`config.mk`:
```
export PLATFORM = sky130hd
export DESIGN_NAME = clock_set_controller
export DESIGN_NICKNAME = d
export VERILOG_FILES = /design/src/rtl/clock_set_pkg.sv /design/src/rtl/mod_counter.sv /design/src/rtl/clock_set_controller.sv
export SDC_FILE = /design/constraint.sdc
export NUM_CORES = 1
export LEC_CHECK = 0
export CORE_MARGIN = 10
export CORE_UTILIZATION = 43
export CTS_BUF_LIST = sky130_fd_sc_hd__clkbuf_16
export DETAILED_ROUTE_END_ITERATION = 6
export PLACE_DENSITY = 0.66
export RECOVER_POWER = 25
export REMOVE_ABC_BUFFERS = 1
export SKIP_CTS_REPAIR_TIMING = 1
export SYNTH_ARGS = -nofsm -noshare
export SYNTH_HDL_FRONTEND = slang
export SYNTH_SLANG_ARGS = --single-unit
```
`constraint.sdc`:
```
create_clock -name clock -period 2.7 [get_ports clock]
set_input_delay 0.81 -clock clock [delete_from_list [all_inputs] [get_ports clock]]
set_output_delay 0.81 -clock clock [all_outputs]
set_load 0.03 [all_outputs]
```
`src/rtl/clock_set_pkg.sv`:
```
// Shared types and constants for the clock set-mode controller.
// The optional blinking of the edited field is compiled in with the
// macro CLOCK_SET_CONTROLLER_BLINK_EN (see clock_set_controller.sv).
package clock_set_pkg;

    // Controller state; the numeric value is exported on the mode port.
    typedef enum logic [1:0] {
        RUN      = 2'd0,
        SET_HOUR = 2'd1,
        SET_MIN  = 2'd2,
        SET_SEC  = 2'd3
    } state_t;

    // Largest legal value of each time field.
    localparam logic [7:0] HOUR_MAX = 8'd23;
    localparam logic [7:0] MIN_MAX  = 8'd59;
    localparam logic [7:0] SEC_MAX  = 8'd59;

    // Digit-enable masks: digits 7..2 show HH MM SS, digits 1:0 stay dark.
    localparam logic [7:0] EN_ALL      = 8'b1111_1100;
    localparam logic [7:0] HOUR_DIGITS = 8'b1100_0000;
    localparam logic [7:0] MIN_DIGITS  = 8'b0011_0000;
    localparam logic [7:0] SEC_DIGITS  = 8'b0000_1100;

    // Digits belonging to the field edited in a given state (none in RUN).
    function automatic logic [7:0] field_digits(input state_t s);
        logic [7:0] m;
        case (s)
            SET_HOUR: m = HOUR_DIGITS;
            SET_MIN:  m = MIN_DIGITS;
            SET_SEC:  m = SEC_DIGITS;
            default:  m = 8'h00;
        endcase
        return m;
    endfunction

    // Mode button cycles RUN -> SET_HOUR -> SET_MIN -> SET_SEC -> RUN.
    function automatic state_t next_mode(input state_t s);
        state_t n;
        case (s)
            RUN:      n = SET_HOUR;
            SET_HOUR: n = SET_MIN;
            SET_MIN:  n = SET_SEC;
            default:  n = RUN;
        endcase
        return n;
    endfunction

endpackage

```
`src/rtl/mod_counter.sv`:
```
// Modulo counter 0..MAX used for each time field. carry flags the
// increment that wraps MAX back to 0 so fields can be chained.
module mod_counter #(
    parameter logic [7:0] MAX = 8'd59
) (
    input  logic       clock,
    input  logic       rst,
    input  logic       inc,
    input  logic       clr,
    output logic [7:0] value,
    output logic       carry
);

    logic [7:0] value_q;
    logic [7:0] value_d;

    // Next value: clear wins, otherwise increment with wrap at MAX.
    // The >= guard keeps the field in range even from a corrupted value.
    always_comb begin
        value_d = value_q;
        if (clr) begin
            value_d = 8'd0;
        end else if (inc) begin
            value_d = (value_q >= MAX) ? 8'd0 : value_q + 8'd1;
        end
    end

    // Field register.
    always_ff @(posedge clock or posedge rst) begin
        if (rst) begin
            value_q <= 8'd0;
        end else begin
            value_q <= value_d;
        end
    end

    assign value = value_q;
    assign carry = inc & (value_q == MAX);

endmodule

```
`src/rtl/clock_set_controller.sv`:
```
// Timekeeping and set-mode controller for the 8-digit clock display.
// A prescaler derives a 1 Hz tick in RUN that drives an HH:MM:SS carry
// chain; the mode button steps through SET_HOUR/SET_MIN/SET_SEC where the
// inc button bumps the selected field without carry.
// Optional feature macro: CLOCK_SET_CONTROLLER_BLINK_EN blinks the digits
// of the field being edited; without it digit_en is constant.
//
// Button handshake: btn_mode/btn_inc are clean levels; a press is the
// single cycle where the level is high and was low on the previous clock.
// Holding a button yields one event. When both events coincide the mode
// event is taken and the increment is discarded.
module clock_set_controller
    import clock_set_pkg::*;
#(
    parameter int unsigned CLK_HZ     = 100000000,
    parameter int unsigned BLINK_HALF = 25000000
) (
    input  logic       clock,
    input  logic       rst,
    input  logic       btn_mode,
    input  logic       btn_inc,
    output logic [7:0] hour,
    output logic [7:0] minute,
    output logic [7:0] second,
    output logic [7:0] digit_en,
    output logic [1:0] mode
);

    localparam int unsigned PW = (CLK_HZ > 1) ? $clog2(CLK_HZ) : 1;
    localparam logic [PW-1:0] PRESC_LAST = PW'(CLK_HZ - 1);

    // ------------------------------------------------------------------
    // Button edge detection
    // ------------------------------------------------------------------
    logic mode_prev_q;
    logic inc_prev_q;
    logic mode_p;
    logic inc_p;
    logic inc_evt;

    // Remember last button levels to find rising edges.
    always_ff @(posedge clock or posedge rst) begin
        if (rst) begin
            mode_prev_q <= 1'b0;
            inc_prev_q  <= 1'b0;
        end else begin
            mode_prev_q <= btn_mode;
            inc_prev_q  <= btn_inc;
        end
    end

    assign mode_p  = btn_mode & ~mode_prev_q;
    assign inc_p   = btn_inc & ~inc_prev_q;
    assign inc_evt = inc_p & ~mode_p;

    // ------------------------------------------------------------------
    // Mode FSM
    // ------------------------------------------------------------------
    state_t state_q;
    state_t state_d;
    logic   is_run;
    logic   sel_hour;
    logic   sel_min;
    logic   sel_sec;

    // State register.
    always_ff @(posedge clock or posedge rst) begin
        if (rst) begin
            state_q <= RUN;
        end else begin
            state_q <= state_d;
        end
    end

    // Next state: advance one step per mode press.
    always_comb begin
        state_d = state_q;
        if (mode_p) begin
            state_d = next_mode(state_q);
        end
    end

    // State decode used by the prescaler and field counters.
    always_comb begin
        is_run   = 1'b0;
        sel_hour = 1'b0;
        sel_min  = 1'b0;
        sel_sec  = 1'b0;
        case (state_q)
            RUN:      is_run   = 1'b1;
            SET_HOUR: sel_hour = 1'b1;
            SET_MIN:  sel_min  = 1'b1;
            default:  sel_sec  = 1'b1;
        endcase
    end

    assign mode = state_q;

    // ------------------------------------------------------------------
    // 1 Hz prescaler
    // ------------------------------------------------------------------
    logic [PW-1:0] presc_q;
    logic [PW-1:0] presc_d;
    logic          tick;

    // Count only in RUN; parked at 0 while setting so the first second
    // after leaving set mode is a full CLK_HZ cycles long.
    always_comb begin
        tick    = is_run && (presc_q == PRESC_LAST);
        presc_d = '0;
        if (is_run && !tick) begin
            presc_d = presc_q + PW'(1);
        end
    end

    // Prescaler register.
    always_ff @(posedge clock or posedge rst) begin
        if (rst) begin
            presc_q <= '0;
        end else begin
            presc_q <= presc_d;
        end
    end

    // ------------------------------------------------------------------
    // Time fields
    // ------------------------------------------------------------------
    logic sec_inc;
    logic min_inc;
    logic hour_inc;
    logic sec_carry;
    logic min_carry;
    logic hour_carry;

    // Field increments: carry chain in RUN, single-field bump in SET.
    always_comb begin
        sec_inc  = (is_run & tick)      | (sel_sec  & inc_evt);
        min_inc  = (is_run & sec_carry) | (sel_min  & inc_evt);
        hour_inc = (is_run & min_carry) | (sel_hour & inc_evt);
    end

    mod_counter #(.MAX(SEC_MAX)) u_sec (
        .clock (clock),
        .rst   (rst),
        .inc   (sec_inc),
        .clr   (1'b0),
        .value (second),
        .carry (sec_carry)
    );

    mod_counter #(.MAX(MIN_MAX)) u_min (
        .clock (clock),
        .rst   (rst),
        .inc   (min_inc),
        .clr   (1'b0),
        .value (minute),
        .carry (min_carry)
    );

    mod_counter #(.MAX(HOUR_MAX)) u_hour (
        .clock (clock),
        .rst   (rst),
        .inc   (hour_inc),
        .clr   (1'b0),
        .value (hour),
        .carry (hour_carry)
    );

    // The day rollover has nowhere to go.
    logic unused_hour_carry;
    assign unused_hour_carry = hour_carry;

    // ------------------------------------------------------------------
    // Digit enables
    // ------------------------------------------------------------------
`ifdef CLOCK_SET_CONTROLLER_BLINK_EN
    localparam int unsigned BW = (BLINK_HALF > 1) ? $clog2(BLINK_HALF) : 1;
    localparam logic [BW-1:0] BLINK_LAST = BW'(BLINK_HALF - 1);

    logic [BW-1:0] blink_cnt_q;
    logic [BW-1:0] blink_cnt_d;
    logic          blink_phase_q;
    logic          blink_phase_d;
    logic [7:0]    digit_en_q;
    logic [7:0]    digit_en_d;

    // Blink timer: restart visible on any state change, in RUN, and on
    // every increment so the user always sees the new value first.
    always_comb begin
        blink_cnt_d   = blink_cnt_q;
        blink_phase_d = blink_phase_q;
        if ((state_d != state_q) || (state_d == RUN) || inc_evt) begin
            blink_cnt_d   = '0;
            blink_phase_d = 1'b0;
        end else if (blink_cnt_q == BLINK_LAST) begin
            blink_cnt_d   = '0;
            blink_phase_d = ~blink_phase_q;
        end else begin
            blink_cnt_d = blink_cnt_q + BW'(1);
        end
    end

    // Mask the edited field during the dark half of the blink.
    always_comb begin
        digit_en_d = EN_ALL;
        if (blink_phase_d) begin
            digit_en_d = EN_ALL & ~field_digits(state_d);
        end
    end

    // Blink and digit-enable registers.
    always_ff @(posedge clock or posedge rst) begin
        if (rst) begin
            blink_cnt_q   <= '0;
            blink_phase_q <= 1'b0;
            digit_en_q    <= EN_ALL;
        end else begin
            blink_cnt_q   <= blink_cnt_d;
            blink_phase_q <= blink_phase_d;
            digit_en_q    <= digit_en_d;
        end
    end

    assign digit_en = digit_en_q;
`else
    // No blinking: all six time digits always lit.
    assign digit_en = EN_ALL;

    // BLINK_HALF only matters when blinking is compiled in.
    logic unused_blink_half;
    assign unused_blink_half = (BLINK_HALF == 0);
`endif

endmodule
```
# After elaboration in Yosys (flattened, before gate mapping)
# Index checks and enable logic that the tools add are counted.
[totals]
reg_bits = 55
latchBits = 0
ramBits = 0
rom_bits = 0
inputBits = 4
output_inout_bits = 34
word_cells = 50
memories = 0
[classes]
addsub = 4
multipliers = 0
div = 0
order_cmp = 3
eq_ne = 5
shifts = 0
n_mux = 9
bitwise = 17
reduce_logical = 5
[ops]
columns = ["operator", "n"]
rows = [
  ["$add A27 B1 Y27 const B", 1],
  ["$eq A27 B27 Y1 const B", 1],
  ["$mux W27", 1],
  ["$add A8 B1 Y8 const B", 3],
  ["$mux W8", 3],
  ["$eq A8 B6 Y1 const B", 2],
  ["$ge A8 B6 Y1 const B", 2],
  ["$and A1 B1 Y1", 11],
  ["$ge A8 B5 Y1 const B", 1],
  ["$pmux W2 S3", 1],
  ["$mux W1", 4],
  ["$not A1 Y1", 3],
  ["$or A1 B1 Y1", 3],
  ["$reduce_or A3 Y1", 1],
  ["$eq A2 B1 Y1 const B", 1],
  ["$eq A2 B2 Y1 const B", 1],
  ["$logic_and A1 B1 Y1", 2],
  ["$logic_not A2 Y1", 1],
  ["$logic_not A1 Y1", 1],
]

# Longest topological paths before layout
# Gate-level depths: netlist of the first run.
[depth]
ltp_word = 12
depth_mapped = 9
depth_no_buf = 8

# By module
# Synthesis of the first run repeated with hierarchy kept, for this count alone.
[unflattened]
cells_unflattened = 325
area_unflattened_um2 = 3079.2
[modules_own_cells]
columns = ["module", "n_inst", "cells_per_inst", "area_each_um2", "seq_area_each_um2"]
rows = [
  ["clock_set_controller", 1, 194, 1801.7, 775.7],
  ["mod_counter at u_min ...", 2, 43, 415.4, 200.2],
  ["mod_counter at u_hour", 1, 45, 446.7, 200.2],
]

# Worst setup path before layout of the first run
# Ideal clock, no wire load.
[synth_path]
path_type = "reg2reg"
start = "register state_q[0] (netlist: mode[0])"
end = "register u_hour.value_q[2] (netlist: u_hour.value[2])"
setup_ps = 129
arrival_ps = 2134
required_time_ps = 2571
path_slack_ps = 437
path_stages_with_launch = 10
path_buffers = 1
synth_period_minus_slack_ps = 2263
path_cell_list = "dfrtp_1 inv_1 ha_1 and4b_1 nand4_1 a2111oi_0 a211oi_1 buf_2 o21ai_0 o21ai_0"
[synth_between]
elab_chain_cells = 11
elab_cells_between_ends = 20
classes_between = "eq/ne: 2; mux: 4; bitwise: 11; reduce/logical: 3"
[synth_rtl]
columns = ["element", "line", "text"]
rows = [
  ["start: declaration", "clock_set_controller.sv:59", "state_t state_q;"],
  ["start signal: assignment", "clock_set_controller.sv:71", "state_q <= state_d;"],
  ["$eq A2 B2 Y1, or another cell as far along", "clock_set_controller.sv:89", "case (state_q)"],
  ["$reduce_or A3 Y1 (no source line) or $mux W1 (tied branches)", "n/a", ""],
  ["$mux W1 or $logic_and A1 B1 Y1 (tied branches)", "clock_set_controller.sv:89, clock_set_controller.sv:109", ""],
  ["$and A1 B1 Y1", "clock_set_controller.sv:137", "sec_inc = (is_run & tick) | (sel_sec & inc_evt);"],
  ["$or A1 B1 Y1", "clock_set_controller.sv:137", ""],
  ["$and A1 B1 Y1", "mod_counter.sv:38", "assign carry = inc & (value_q == MAX);"],
  ["$and A1 B1 Y1", "clock_set_controller.sv:138", "min_inc = (is_run & sec_carry) | (sel_min & inc_evt);"],
  ["$or A1 B1 Y1", "clock_set_controller.sv:138", ""],
  ["$and A1 B1 Y1", "mod_counter.sv:38", ""],
  ["$and A1 B1 Y1", "clock_set_controller.sv:139", "hour_inc = (is_run & min_carry) | (sel_hour & inc_evt);"],
  ["$or A1 B1 Y1 (*)", "clock_set_controller.sv:139", ""],
  ["end signal: assignment", "mod_counter.sv:33", "value_q <= value_d;"],
  ["end: declaration", "mod_counter.sv:14", "logic [7:0] value_q;"],
]
# Mark *: on every way between the ends. The rest lies on a longest branch, timed or not.
# A chain may end at the register's enable or synchronous reset.

# Worst setup path after layout of the first run
[layout_path]
start = "input btn_inc"
end = "register u_hour.value_q[2] (netlist: u_hour.value[2])"
[layout_between]
elab_chain_cells = 10
elab_cells_between_ends = 12
classes_between = "bitwise: 12"
[layout_rtl]
columns = ["element", "line", "text"]
rows = [
  ["start: declaration", "clock_set_controller.sv:21", "input logic btn_inc,"],
  ["$and A1 B1 Y1 (*)", "clock_set_controller.sv:53", "assign inc_p = btn_inc & ~inc_prev_q;"],
  ["$and A1 B1 Y1 (*)", "clock_set_controller.sv:54", "assign inc_evt = inc_p & ~mode_p;"],
  ["$and A1 B1 Y1", "clock_set_controller.sv:137", ""],
  ["$or A1 B1 Y1", "clock_set_controller.sv:137", ""],
  ["$and A1 B1 Y1", "mod_counter.sv:38", ""],
  ["$and A1 B1 Y1", "clock_set_controller.sv:138", ""],
  ["$or A1 B1 Y1", "clock_set_controller.sv:138", ""],
  ["$and A1 B1 Y1", "mod_counter.sv:38", ""],
  ["$and A1 B1 Y1", "clock_set_controller.sv:139", ""],
  ["$or A1 B1 Y1 (*)", "clock_set_controller.sv:139", ""],
]
# Marks and branches as above.

==> results.txt, run 1 <==
Insertion delay to the later sink of the worst-skew pair - 290 ps
Peak VDD IR - 0.459 mV
CP Buf/Inv Count - 2
Cell mode on critical path - o21ai_0
Initial antenna violation count - 0
Net switching power - 0.859 mW
Hold Violations, Final - 0
Ys Warns - 0
Post-synth EDFFs - 0
Router iterations before antenna repair - 4
Max Slew Vio Count - 0
Setup TNS Final - 0 ps
Synth Area in Compound Gates - 8.68%
Die area - 0.0102 sq mm
# H-tree levels - 2
Core Area - 0.00635 sq mm
N_diodes - 0
Share of flip-flops with an asynchronous set or reset - 100%
Largest family of logic cells by synthesized area - simple AND/OR/NAND/NOR gates
Most common cell after layout, fill and taps aside - dfrtp_1
Initial core utilization - 44.5%
Hold_sp - presc_q[0]
Total Wirelength - 5.65 mm
Slowest CP cell - dlygate4sd3_1
DRC - 0
Main synth FF type - dfrtp_1
Port Buffers - 29
Slew @ Worst Pin - 1310 ps
Clock Skew - 4.18 ps
Arrival time worst endpoint - 2610 ps
Mean Syn Cell Area - 9.78 sq um
Cell internal pwr - 1.56 mW
Total vias in the final route - 2115
Antenna Nets Post-Route - 0
Total congestion overflow - 0
Post-Syn Instances - 289
Worst-path fanout max - 9
Setup violations, final - 0
R2r startpoint - mode[0]
# rows - 29
Clk buf depth - 2
Slew headroom - 12.5%
Slowest cell delay on critical path - 540 ps
Vias in the first global route - 2101
Critical Path Source - btn_inc
Synth unique cells - 45
Fmax - 410 MHz
Worst EP required - 2870 ps
Maximum number of pins on one net before global-route repair - 56
Sequential power share - 43.0%
CP startpoint kind - input pin
Combinational share of power - 31.0%
Synth Register Bits - 55
Final Cycle Share - 90.4%
Cells along the critical path - dlygate4sd3_1 > nor2b_1 > nand3_1 > a2111oi_0 > a211oi_1 > buf_4 > o21ai_0 > o21ai_0
Setup crit end kind - register
XOR/XNOR Fraction of Synth Area - 7.75%
Share of post-route cells with drive strength above 1 - 7.95%
Global-route wire length before repair - 10.1 mm
Critical path's top delay family - compound AO/OA/AOI/OAI gates
CTS tree - done
RePlAce Congestion - 0.838
Clock Sinks - 55
Sequential cell area fraction in the yosys report - 48.7%
Synthesized cell area - 0.00283 sq mm
CTS Buf Count - 5
Post-Synth Adder-Cell Area - 3.54%
Worst setup path category - in -> reg
Layout Nets - 338
CTS clk-pin slew, worst paths - 70 ps
Global Route Usage Sum - 11.7%
Smallest hold slack - 486 ps
I/O pin count - 38
Post-synthesis simple-gate area fraction - 26.5%
Mux contribution to synthesized area - 0.399%
1st-iter DRT viols - 57
Detailed placement HPWL - 4.18 mm
P&R area growth vs syn - 18.7%
Clock share of power - 25.9%
Tmin final - 2440 ps
Hold WC Path Type - reg -> reg
Average wire per standard cell - 14.0 microns
Die W - 101 microns
RSZ-0062 raised after global routing - false
Via density - 5.24
P_leak - 1.46 nW
Status - complete, no violations
Die Y - 101 microns
Sw frac - 35.6%
Pwr per Cell Area - 720 mW/mm^2
Root Driver - clkbuf_16
Filler cell count - 570
Max cap viols - 0
Most frequent cells in the layout - 55 x dfrtp_1, 35 x nor2_1, 27 x clkdlybuf4s50_1
-- cell families after synthesis --
kind of cell,count (synthesis)
buffers and inverters,21
other,2
adders and majority gates,8
muxes,1
DFF,55
and+or+nand+nor,138
xor gates and xnor gates,25
AOI/OAI and AO/OA,39
-- worst register-to-register path, stage by stage (launching register included) --
cell	delay [ps]
dfrtp_1	420
inv_1	120
ha_1	180
and4b_1	180
nand4_1	190
a2111oi_0	490
a211oi_1	130
buf_4	190
o21ai_0	140
o21ai_0	100
-- state kept, by name, summed over array words and instances (netlist names) --
| register | cells |
|---|---|
| mode_prev_q | 1 |
| u_hour.value | 8 |
| u_sec.value | 8 |
| inc_prev_q | 1 |
| u_min.value | 8 |
| presc_q | 27 |
| mode | 2 |
-- routing by layer --
layer,track usage [%],wire (microns)
met1,15.0,2590
met2,19.2,2730
met3,2.95,283
met4,2.57,36
met5,0,0
-- cells in the mapped netlist, types with 4 or more instances --
cell / number / area [sq um]
xor2_1: 20 / 175
nand3_1: 22 / 110
and3_1: 9 / 56.3
a21oi_1: 7 / 35.0
nor3_1: 4 / 20.0
and4_1: 5 / 43.8
o21ai_0: 16 / 80.1
dfrtp_1: 55 / 1380
nor2_1: 35 / 131
nand2_1: 24 / 90.1
nand2b_1: 6 / 37.5
ha_1: 8 / 100
nand4_1: 8 / 50.1
and2_1: 11 / 68.8
o31ai_1: 4 / 30.0
xnor2_1: 5 / 43.8
buf_4: 10 / 75.1
inv_1: 7 / 26.3
-- worst paths after layout --
| kind | to | slack, ps | cells after the start |
|---|---|---|---|
| worst max-delay path | u_hour.value[2] | 260 | 8 |
| worst min-delay path | presc_q[0] | 490 | 1 |
| worst max register to register | u_hour.value[2] | 440 | 9 |
| worst min register to register | presc_q[0] | 490 | 1 |
| max in group asynchronous | presc_q[13] | 510 | 3 |
| min in group asynchronous | u_hour.value[5] | 1400 | 3 |
-- per-stage QoR --
| step | setup WS [ps] | util (%) | instance area (sq um) | cells | power [mW] |
|---|---|---|---|---|---|
| floorplan | 269 | - | 2760 | 281 | 1.49 |
| global placement | 83.4 | 50.8 | 3220 | 396 | 1.80 |
| detailed placement | 40.4 | 50.8 | 3220 | 396 | 1.82 |
| CTS | 339 | 53.0 | 3370 | 404 | 2.46 |
| global route | 101 | 52.8 | 3350 | 404 | 2.58 |
| finish | 260 | 52.8 | 3350 | 404 | 2.41 |
-- power groups by stage --
| stage | clock network (mW) | registers (mW) | logic, mW |
|---|---|---|---|
| after floorplan | 0 | 1.20 | 0.289 |
| after global placement | 0 | 1.05 | 0.750 |
| after detailed placement | 0 | 1.05 | 0.768 |
| after CTS | 0.646 | 1.04 | 0.770 |
| after global routing | 0.674 | 1.06 | 0.841 |
| final | 0.626 | 1.04 | 0.749 |
-- cell type report --
type / count / area, sq um / share of cell area, %
clock buffer: 5 / 125 / 3.73
tap: 77 / 96.3 / 2.87
timing repair buffer: 38 / 355 / 10.6
sequential: 55 / 1380 / 41.0
multi-input combinational: 219 / 1350 / 40.4
inverter: 7 / 26.3 / 0.784
clock inverter: 3 / 20.0 / 0.597
No activity file was read; power rests on OpenSTA's default activity.
==> run 2, diff against run 1 <==
--- a/config.mk
+++ b/config.mk
@@ -9,7 +9,8 @@
 export CORE_UTILIZATION = 43
 export CTS_BUF_LIST = sky130_fd_sc_hd__clkbuf_16
 export DETAILED_ROUTE_END_ITERATION = 6
-export PLACE_DENSITY = 0.66
+export DONT_BUFFER_PORTS = 1
+export PLACE_DENSITY = 0.59
 export RECOVER_POWER = 25
 export REMOVE_ABC_BUFFERS = 1
 export SKIP_CTS_REPAIR_TIMING = 1
==> run 2 against run 1 <==
Final area fell by 6.9%. Sequential share of layout area rose by 3.1 points. Hold slack got worse by 7.7 ps. Count of clock-buffer cells in the layout did not move. Cell count fell by 5.7%. Worst setup slack got worse by 6.8 ps. Highest routed layer unchanged. Combinational power fell by 17%. Register-to-register slack got worse by 190 ps. Clock power rose by 2%. Global-route usage fell by 0.40 points. Critical path depth fell by 2. Total power fell by 3.1%. Critical endpoint is now u_min.value[4].
==> results.txt, run 2 (synthesized netlist as in run 1, its figures left out) <==
Slew headroom - 35.2% (+23 points)
Total Wirelength - 5.69 mm (+0.69%)
Die area - 0.0102 sq mm (unchanged)
Setup crit end kind - register
Max Slew Vio Count - 0 (unchanged)
Total vias in the final route - 2021 (-4.4%)
Slew @ Worst Pin - 966 ps (-347 ps)
1st-iter DRT viols - 68 (+19%)
# rows - 29 (unchanged)
Router iterations before antenna repair - 4 (unchanged)
Placed cell count - 373 (-5.8%)
Slowest CP cell - or4_1
Pwr per Cell Area - 750 mW/mm^2 (+4.1%)
Via density - 5.30 (+1.3%)
Finished Layout Cells - 381 (-5.7%)
Initial antenna violation count - 0 (unchanged)
Fmax - 409 MHz (-0.28%)
Setup TNS Final - 0 ps (unchanged)
Core Area - 0.00635 sq mm (unchanged)
Hold Violations, Final - 0 (unchanged)
Initial core utilization - 44.5% (unchanged)
RePlAce Congestion - 0.814 (-2.9%)
Smallest hold slack - 478 ps (-7.74 ps)
Max cap viols - 0 (unchanged)
Clock Skew - 9.05 ps (+4.87 ps)
Global Route Usage Sum - 11.3% (-0.40 points)
Layout Nets - 315 (-6.8%)
I/O pin count - 38 (unchanged)
Root Driver - clkbuf_16
Port Buffers - 0 (-100%)
Global-route wire length before repair - 9.58 mm (-4.9%)
RSZ-0062 raised after global routing - false
Die W - 101 microns (unchanged)
Largest register by flop count - presc_q
Share of post-route cells with drive strength above 1 - 10.2% (+2.2 points)
Worst setup path category - reg -> reg
Most common cell after layout, fill and taps aside - dfrtp_1
Die Y - 101 microns (unchanged)
N_diodes - 0 (unchanged)
Most frequent cells in the layout - 55 x dfrtp_1, 35 x nor2_1, 24 x nand2_1
Total congestion overflow - 0 (unchanged)
Hold WC Path Type - reg -> reg
Maximum number of pins on one net before global-route repair - 23 (-59%)
Arrival time worst endpoint - 2680 ps (+70 ps)
# H-tree levels - 2 (unchanged)
Max reg flops - 27 (unchanged)
Slowest cell delay on critical path - 570 ps (+30 ps)
R2R depth - 6 (-3)
CP startpoint kind - register
Clk buf depth - 2 (unchanged)
Status - complete, no violations
DRC - 0 (unchanged)
Vias in the first global route - 1917 (-8.8%)
Clock Sinks - 55 (unchanged)
Cells along the critical path - nor4b_1 > nand2_1 > nor4_2 > a21oi_1 > or4_1 > nand3_1
Average wire per standard cell - 14.9 microns (+6.8%)
Setup violations, final - 0 (unchanged)
Hold Path Cell Cnt - 1 (unchanged)
P&R area growth vs syn - 10.5%
CTS clk-pin slew, worst paths - 70 ps (about the same)
Tmin final - 2450 ps (+6.84 ps)
Detailed placement HPWL - 4.22 mm (+1.1%)
CTS tree - done
CTS Buf Count - 5 (unchanged)
Final Cycle Share - 90.6% (+0.25 points)
Final Util - 49.1% (-3.7 points)
Worst-path fanout max - 12 (+3)
Antenna Nets Post-Route - 0 (unchanged)
Insertion delay to the later sink of the worst-skew pair - 290 ps (about the same)
Peak VDD IR - 0.583 mV (+27%)
Worst EP required - 2930 ps (+60 ps)
P_leak - 1.40 nW (-4.0%)
[run 2: metrics by stage]
step / power (mW) / instance area [sq um] / worst slack [ps]
floorplan: 1.49 / 2760 / 269
global placement: 1.72 / 2980 / 225
detailed placement: 1.73 / 2980 / 149
CTS: 2.38 / 3120 / 308
global route: 2.49 / 3120 / 56.0
finish: 2.34 / 3120 / 253
[run 2: path summary, 6_finish.rpt]
| path | startpoint | slack [ps] | to |
|---|---|---|---|
| worst min-delay path | presc_q[0] | 480 | presc_q[0] |
| max in group asynchronous | rst | 870 | presc_q[12] |
| worst min register to register | presc_q[0] | 480 | presc_q[0] |
| worst max register to register | presc_q[17] | 250 | u_min.value[4] |
| worst max-delay path | presc_q[17] | 250 | u_min.value[4] |
| min in group asynchronous | rst | 570 | inc_prev_q |
[run 2: critical path, delay by kind of cell, from the launching register on]
kind | cells | cell delay, ps
and+or+nand+nor | 5 | 1640
DFF | 1 | 430
AOI/OAI and AO/OA | 1 | 330
[run 2: final cells by class]
type,count,area [sq um]
Clock buffer,5,125
Clock inverter,3,21.3
Inverter,7,26.3
Sequential cell,55,1380
Tap cell,77,96.3
Timing Repair Buffer,15,121
Multi-Input combinational cell,219,1350
Fill cell,567,3230
[run 2: metal layers]
layer  part of all wire, %  global-route usage (%)
met1                    47                    15.2
met2                    47                    17.4
met3                   5.5                    3.16
met4                  0.62                    2.89
met5                     0                       0
[run 2: where the power goes]
group          leakage (nW)  switching, mW  internal, mW
logic                 0.586          0.401         0.219
registers             0.736          0.164         0.917
clock network        0.0752          0.294         0.344
total                  1.40          0.859          1.48
==> run 3, diff against run 2 <==
--- a/config.mk
+++ b/config.mk
@@ -10,6 +10,7 @@
 export CTS_BUF_LIST = sky130_fd_sc_hd__clkbuf_16
 export DETAILED_ROUTE_END_ITERATION = 6
 export DONT_BUFFER_PORTS = 1
+export GPL_TIMING_DRIVEN = 0
 export PLACE_DENSITY = 0.59
 export RECOVER_POWER = 25
 export REMOVE_ABC_BUFFERS = 1
==> run 3 against run 2 <==
Combinational power fell by 38%. Worst setup slack got worse by 31 ps. Clock skew fell by 2.4 ps. Total power fell by 4.4%. Non-clock buffer count fell by 14. Die area did not move. Flip-flop and latch count did not move. Fmax fell by 1.2%. Final area fell by 2.6%. Critical path type unchanged.
==> results.txt, run 3 (synthesized netlist as in run 1, its figures left out) <==
Total Wirelength - 5.45 mm (-4.1%)
Clock Sinks - 55 (unchanged)
RePlAce Congestion - 0.806 (-1.0%)
Setup violations, final - 0 (unchanged)
Final setup margin - 222 ps (-30.9 ps)
Detailed placement HPWL - 3.92 mm (-7.1%)
Hold WC Path Type - in -> async
Via density - 5.35 (+0.89%)
Port Buffers - 0 (unchanged)
Die Y - 101 microns (unchanged)
FF/Latch Area - 0.00138 sq mm (+0.18%)
Peak VDD IR - 0.548 mV (-6.1%)
Die W - 101 microns (unchanged)
Reg2reg setup slack - 220 ps (-30 ps)
CTS clk-pin slew, worst paths - 70 ps (about the same)
Status - complete, no violations
Slew headroom - 39.4% (+4.2 points)
Antenna Nets Post-Route - 0 (unchanged)
Max Slew Vio Count - 0 (unchanged)
Max reg flops - 27 (unchanged)
Crit Reg-Reg Endpoint - u_hour.value[3]
Largest register by flop count - presc_q
Most frequent cells in the layout - 53 x dfrtp_1, 35 x nor2_1, 24 x nand2_1
P&R area growth vs syn - 7.53%
Initial core utilization - 44.5% (unchanged)
Root Driver - clkbuf_16
CP Buf/Inv Count - 1 (+1)
Slew @ Worst Pin - 909 ps (-57.3 ps)
Max cap viols - 0 (unchanged)
Die area - 0.0102 sq mm (unchanged)
Slowest cell delay on critical path - 510 ps (-60 ps)
Global Route Usage Sum - 10.8% (-0.49 points)
P_leak - 1.32 nW (-5.6%)
Share of post-route cells with drive strength above 1 - 7.93% (-2.3 points)
Insertion delay to the later sink of the worst-skew pair - 290 ps (about the same)
Pwr per Cell Area - 736 mW/mm^2 (-1.8%)
Global-route wire length before repair - 9.17 mm (-4.3%)
Maximum number of pins on one net before global-route repair - 39 (+70%)
# rows - 29 (unchanged)
Worst EP required - 2900 ps (-30 ps)
DRC - 0 (unchanged)
Worst setup path category - reg -> reg
Vias in the first global route - 1923 (+0.31%)
Tmin final - 2480 ps (+30.9 ps)
Total power - 2.24 mW (-4.4%)
Final Cycle Share - 91.8% (+1.1 points)
Core Area - 0.00635 sq mm (unchanged)
Total congestion overflow - 0 (unchanged)
Arrival time worst endpoint - 2680 ps (about the same)
I/O pin count - 38 (unchanged)
Worst-path fanout max - 11 (-1)
1st-iter DRT viols - 57 (-16%)
Critical path's top delay family - compound AO/OA/AOI/OAI gates
N_diodes - 0 (unchanged)
RSZ-0062 raised after global routing - false
Multi-input gate area - 0.00139 sq mm (+2.7%)
CTS Buf Count - 5 (unchanged)
Fmax - 404 MHz (-1.2%)
Average wire per standard cell - 14.9 microns (-0.46%)
Router iterations before antenna repair - 4 (unchanged)
R2r startpoint - mode[0]
Smallest hold slack - 493 ps (+15.0 ps)
Clock Skew - 6.64 ps (-2.42 ps)
Slowest CP cell - dfrtp_2
R2R depth - 8 (+2)
Filler cell count - 602 (+6.2%)
Cells along the critical path - inv_1 > ha_4 > and4b_1 > nand4_1 > a2111oi_4 > a211oi_2 > nand2b_1 > o31ai_1
Setup crit end kind - register
Total vias in the final route - 1964 (-2.8%)
CTS tree - done
Clk buf depth - 2 (unchanged)
Pre-CTS setup slack - -324 ps (-473 ps)
Most common cell after layout, fill and taps aside - dfrtp_1
CP startpoint kind - register
Initial antenna violation count - 0 (unchanged)
Hold Violations, Final - 0 (unchanged)
# H-tree levels - 2 (unchanged)
Layout Nets - 301 (-4.4%)
run 3: cell count changes in the layout (fill, tap and decap cells not counted), moves of 2 or more:
cell	before	now
buf_4	13	0
clkinv_4	2	0
dfrtp_1	55	53
dfrtp_2	0	2
run 3: layout make-up:
type	instances	area share, %
multi-input cells	219	45.8
flip-flops and latches	55	45.4
clock buffers	5	4.12
well taps	77	3.17
inverters	7	0.865
clock inverters	3	0.535
repair buffers	1	0.165
run 3: power breakdown:
part | internal, mW | switching, mW
sequential | 0.918 | 0.310
combinational | 0.140 | 0.245
clock | 0.339 | 0.284
run 3: how the worst max path moves through the flow:
stage	start	to	slack (ps)	cells after the start
6_report	mode[0]	u_hour.value[3]	220	8
5_1_grt	mode[0]	u_hour.value[3]	9	8
3_3_place_gp	mode[0]	u_hour.value[4]	-280	8
3_5_place_dp	mode[0]	u_hour.value[4]	-320	8
4_1_cts	mode[0]	u_hour.value[4]	-340	8
2_1_floorplan	mode[0]	u_hour.value[4]	270	8
run 3: through the flow:
stage               utilization (%)  instances  TNS (ps)  instance area [sq um]
floorplan                         -        281         0                   2760
global placement               44.9        358     -6310                   2850
detailed placement             45.2        359     -1670                   2870
CTS                            47.5        367     -1800                   3010
global route                   47.8        367         0                   3040
finish                         47.8        367         0                   3040
run 3: layer usage:
layer / global-route usage (%) / vias to the layer above / wire [microns]
li1: - / 982 / -
met1: 13.5 / 946 / 2560
met2: 17.3 / 34 / 2580
met3: 3.57 / 2 / 305
met4: 2.89 / 0 / 11
met5: 0 / - / 0
